--- src/rtl/logic_unit_pkg.sv ---
// Shared opcode encoding and default widths for the pipelined bitwise logic unit.
package logic_unit_pkg;

  localparam int OP_W          = 3;
  localparam int DEFAULT_WIDTH = 32;

  typedef enum logic [OP_W-1:0] {
    OP_NOT  = 3'b000,
    OP_AND  = 3'b001,
    OP_OR   = 3'b010,
    OP_XOR  = 3'b011,
    OP_NAND = 3'b100,
    OP_NOR  = 3'b101,
    OP_XNOR = 3'b110,
    OP_PASS = 3'b111
  } logic_op_e;

endpackage

--- src/rtl/logic_unit_pipe_bitop.sv ---
// Combinational bitwise operator, fully decoded over the 3-bit opcode.
module logic_bitop
  import logic_unit_pkg::*;
#(
  parameter int WIDTH = DEFAULT_WIDTH
) (
  input  logic_op_e        op,
  input  logic [WIDTH-1:0] a,
  input  logic [WIDTH-1:0] b,
  output logic [WIDTH-1:0] result
);

  always_comb begin
    // NOTE: result gets a value on every path (default first) so no latch is inferred.
    result = a;
    unique case (op)
      OP_NOT:  result = ~a;
      OP_AND:  result = a & b;
      OP_OR:   result = a | b;
      OP_XOR:  result = a ^ b;
      OP_NAND: result = ~(a & b);
      OP_NOR:  result = ~(a | b);
      OP_XNOR: result = ~(a ^ b);
      OP_PASS: result = a;
      default: result = a;
    endcase
  end

endmodule

--- src/rtl/logic_unit_pipe.sv ---
// Two-stage valid/ready bitwise logic unit. Define LOGIC_UNIT_FLAGS_EN to add
// registered zero/ones/parity flags on the result.
module logic_unit_pipe
  import logic_unit_pkg::*;
#(
  parameter int WIDTH = DEFAULT_WIDTH,
  parameter int OP_W  = logic_unit_pkg::OP_W
) (
  input  logic             clock,
  input  logic             reset,
  input  logic             in_valid,
  output logic             in_ready,
  input  logic [OP_W-1:0]  in_op,
  input  logic [WIDTH-1:0] in_a,
  input  logic [WIDTH-1:0] in_b,
  output logic             out_valid,
  input  logic             out_ready,
  output logic [WIDTH-1:0] out_result,
`ifdef LOGIC_UNIT_FLAGS_EN
  output logic             out_zero,
  output logic             out_ones,
  output logic             out_parity,
`endif
  output logic [1:0]       occupancy
);

  logic             s1_valid, s2_valid;
  logic_op_e        s1_op;
  logic [WIDTH-1:0] s1_a, s1_b;
  logic [WIDTH-1:0] s2_result;
  logic [WIDTH-1:0] alu_result;
  logic             s1_adv, s2_adv, in_fire, s2_load;

  // A stage may advance when it is empty or the stage after it is moving.
  assign s2_adv   = !s2_valid || out_ready;
  assign s1_adv   = !s1_valid || s2_adv;
  assign in_ready = s1_adv;
  assign in_fire  = in_valid && s1_adv;
  assign s2_load  = s2_adv && s1_valid;

  // NOTE: all state below uses non-blocking assignments so both stages sample pre-edge values.
  always_ff @(posedge clock or posedge reset) begin
    if (reset) begin
      s1_valid <= 1'b0;
      s2_valid <= 1'b0;
    end else begin
      if (s1_adv) s1_valid <= in_valid;
      if (s2_adv) s2_valid <= s1_valid;
    end
  end

  // NOTE: data registers are cleared on reset and only load alongside a valid beat, to cut toggling.
  always_ff @(posedge clock or posedge reset) begin
    if (reset) begin
      s1_op <= OP_NOT;
      s1_a  <= '0;
      s1_b  <= '0;
    end else if (in_fire) begin
      s1_op <= logic_op_e'(in_op);
      s1_a  <= in_a;
      s1_b  <= in_b;
    end
  end

  logic_bitop #(.WIDTH(WIDTH)) u_bitop (
    .op     (s1_op),
    .a      (s1_a),
    .b      (s1_b),
    .result (alu_result)
  );

  always_ff @(posedge clock or posedge reset) begin
    if (reset) begin
      s2_result <= '0;
    end else if (s2_load) begin
      s2_result <= alu_result;
    end
  end

`ifdef LOGIC_UNIT_FLAGS_EN
  // Flags travel with the result so they are valid exactly with out_valid.
  always_ff @(posedge clock or posedge reset) begin
    if (reset) begin
      out_zero   <= 1'b0;
      out_ones   <= 1'b0;
      out_parity <= 1'b0;
    end else if (s2_load) begin
      out_zero   <= (alu_result == '0);
      out_ones   <= &alu_result;
      out_parity <= ^alu_result;
    end
  end
`endif

  assign out_valid  = s2_valid;
  assign out_result = s2_result;
  assign occupancy  = {1'b0, s1_valid} + {1'b0, s2_valid};

endmodule
--- config.mk ---
export PLATFORM = sky130hd
export DESIGN_NAME = logic_unit_pipe
export DESIGN_NICKNAME = d
export VERILOG_FILES = /design/src/rtl/logic_unit_pkg.sv /design/src/rtl/logic_unit_pipe_bitop.sv /design/src/rtl/logic_unit_pipe.sv
export SDC_FILE = /design/constraint.sdc
export NUM_CORES = 1
export LEC_CHECK = 0
export ABC_AREA = 1
export CORE_AREA = 2 2 140 115
export DETAILED_ROUTE_END_ITERATION = 8
export DIE_AREA = 0 0 142 117
export PLACE_DENSITY = 0.77
export SYNTH_ARGS = -nofsm -noshare
export SYNTH_HDL_FRONTEND = slang
export SYNTH_HIERARCHICAL = 1
export SYNTH_SLANG_ARGS = --single-unit
--- constraint.sdc ---
create_clock -name clock -period 3.2 [get_ports clock]
set_input_delay 0.8 -clock clock [delete_from_list [all_inputs] [get_ports clock]]
set_output_delay 0.8 -clock clock [all_outputs]
set_load 0.01 [all_outputs]
# Word level (Yosys, flattened, before mapping)
# Index checks and enable logic that the tools add are counted.
# word_totals
regBits,101
wordCells,29
# classes
eq_ne,7
n_bitwise,7
add_sub_neg,1
muxes,1
reduce_logical,7
# ops
op,n
$pmux 32 s8,1
$not 32->32,4
$and 32x32->32,1
$or 32x32->32,1
$xor 32x32->32,1
$eq 3x3->1 const B,4
$eq 3x2->1 const B,2
$eq 3x1->1 const B,1
$logic_not 3->1,1
$add 1x1->2,1
$logic_and 1x1->1,2
$logic_not 1->1,2
$logic_or 1x1->1,2

# Logic depth before layout (Yosys ltp)
# logic_depth
ltp_word,4
depth_mapped,9
depth_no_buf,9

# Hierarchy
# Netlist, hierarchy kept.
# by_module_without_submodules
module,seq_area_each_um2,n_inst,cells_per_inst,area_per_inst_um2
logic_unit_pipe,2527.4,1,439,3986.3
logic_bitop,0.0,1,704,3653.5

# Least setup slack after synthesis
# Ideal clock, no wire load.
# synth_path
path_kind,input port to output port
start,input port out_ready
end,output port in_ready
arrival_ps,1165
path_buffers,1
slack_ps,1235
path_stages,3
cell_sequence,inv_1 -> nand3_4 -> buf_2
# synth_via
elab_chain_cells,2
# synth_lines
element,line_no,source
"start, declared",logic_unit_pipe.sv:17,"input logic out_ready,"
$logic_or 1x1->1,logic_unit_pipe.sv:35,assign s2_adv = !s2_valid || out_ready;
$logic_or 1x1->1,logic_unit_pipe.sv:36,assign s1_adv = !s1_valid || s2_adv;
"end, declared",logic_unit_pipe.sv:12,"output logic in_ready,"
# No other way between the ends.

# Worst setup path in the final report
# Same ends and word-level chain as after synthesis.

==> run metrics <==
status=finished, final reports clean; clk sinks=101; final worst-path cycle share=0.857; Mean Syn Cell Area=around 6.7 um2; total of max-cap violations=0; Placed Instances=roughly 1400; Post-DRT Antenna Nets=0; proportion of layout cells with a drive suffix above 1=0.0425; pin count of the biggest net entering global routing=about 110; Worst Path Max Fanout=2; final WL=20.5 mm; final max-slew violation count=0; DR pass1 iterations=6; port bufs=106; Finished Layout Cells=between 1000 and 1500; DRT iter0 DRCs=709; FF+latch area=about 2500 um2; clk buf depth=2; vias in the first global route=7230; Hold Violations, Final=0; global-route wire length before repair=about 34 mm; static leakage=approximately 4.9 nW; Post-Synthesis Cells=~1100; vias per inst=approximately 5.5; clock latency on the worst-skew pair=around 0.35 ns; final setup violating endpoints=0; worst hold-check path type=reg -> reg; RSZ-0062 raised after global routing=no; Die Wd=between 100 and 150 um; slew margin rel.=0.316; post-synth cell types=18; worst-margin pin slew=between 1 and 1.5 ns; pwr dens=approximately 570 nW/um2; area of the multi-input gates=approximately 4200 um2; Net count, final=~1300; average wire per standard cell=14.7 um; initial antenna violation count=0; diode count=0; cts-stage hold buffer count=0; Worst EP arrival=just under 2 ns; TNS Setup=0 ns; number of fill cells=1448; CTS tree=yes; CP Capture Type=primary output; #FFs+latches synth=101; H-tree depth=3; Inserted Clock Buffers=9; Post-CTS Setup Repair Bufs=0; Mapped Area=between 7000 and 8000 um2; skew final=around 0.0080 ns; Vias=between 7000 and 8000; Seq/Total Area, Yosys=0.331; core area=between 15000 and 20000 um2; syn_nets=approximately 1300; IO Count=~110; Residual DRC=0; Area Overhead vs Synth=18.7%; DIE AREA=roughly 17000 um2; GPL Wtd Cong=~0.85; fmax=around 360 MHz; GR Overflow Total=0; row count=41; Data required, critical path=2.40 ns; cell area after layout=between 9000 and 10000 um2; Die Ht=about 120 um; peak supply drop=a little over 300 uV; All-Layer GR Usage=0.253; yosys warns=6; clock-pin slew on the worst setup and hold paths=about 0.07 ns; Setup CP Type=in -> out; fin crit period=between 2 and 3 ns; Post-DP Area=~8800 um2; hpwl dp=around 13 mm; crit path launch type=primary input; Root Buffer=clkbuf_16; CTS-repair resized insts=0; initial core utilization=0.498
-- worst paths after layout --
check,startpoint,end,slack [ns],cells after the start
max in group asynchronous,reset,out_result[1],1.60,3
min reg2reg,out_result[11],out_result[11],0.47,2
min,out_result[11],out_result[11],0.47,2
max,out_ready,in_ready,0.46,4
min in group asynchronous,reset,out_result[21],0.95,2
max reg2reg,s1_op[1],out_result[26],0.89,9
-- per-stage QoR --
stage               utilization  total power [W]  hold slack, ns  setup slack, ns
floorplan                     -          0.00316           0.459             1.20
global placement          0.571          0.00400           0.455            0.436
detailed placement        0.571          0.00405           0.458            0.452
CTS                       0.591          0.00521           0.475            0.442
global route              0.591          0.00558           0.491            0.408
finish                    0.591          0.00521           0.470            0.456
-- synth_stat cells --
library cell,count,share of area
nor3_2,1,0.0013
inv_2,1,0.00049
nand4_1,96,0.079
buf_1,3,0.0015
nand2_1,330,0.16
clkbuf_1,34,0.017
nor2_2,1,0.00082
buf_6,2,0.0029
nand2_2,1,0.00082
buf_2,46,0.030
nand3_1,228,0.15
inv_1,132,0.065
ha_1,65,0.11
nand3_4,1,0.0023
buf_4,2,0.0020
dfrtp_1,101,0.33
nor2_1,98,0.048
clkbuf_2,1,0.00065
-- worst max-delay path, stage by stage --
cell and delay [ns]:
clkdlybuf4s50_1 0.46, inv_1 0.08, nand3_4 0.06, clkdlybuf4s50_1 0.54
-- sequential cells by signal, summed over array words and instances (netlist names) --
signal      count
s1_a           32
out_valid       1
s1_valid        1
s1_op           3
s1_b           32
out_result     32
-- power by group --
group	leakage (nW)	switching, W	internal [W]
sequential	1.24	0.000285	0.00159
clock	0.148	0.000506	0.000650
combinational	3.49	0.00125	0.000924
-- placed cells by master (no fill, tap or decap), types with 9 or more instances in the layout --
master	instances
dfrtp_1	98
buf_4	20
clkbuf_16	9
nand4_1	96
nor2_1	96
clkdlybuf4s50_1	105
inv_1	131
nand3_1	228
nand2_1	330
ha_1	65
-- area by class of cell --
| class | count | share of cell area |
|---|---|---|
| clock buffer | 11 | 0.0279 |
| clock inverter | 5 | 0.00648 |
| inverter | 133 | 0.0554 |
| multi-input combinational | 821 | 0.464 |
| sequential | 101 | 0.280 |
| tap | 193 | 0.0266 |
| timing repair buffer | 129 | 0.140 |
-- per-layer routing --
metal	up-vias	wire length, um	global-route usage
met5	-	0	0
met4	0	449	0.0847
met3	48	1540	0.0415
met2	334	9000	0.403
met1	3519	9460	0.355
li1	3804	-	-
-- cell families after synthesis --
kind of cell / Yosys count / synth area share
DFF: 101 / 0.331
buffers and inverters: 221 / 0.119
adders and majority gates: 65 / 0.106
and+or+nand+nor: 756 / 0.443
(Power assumes the default switching activity.)
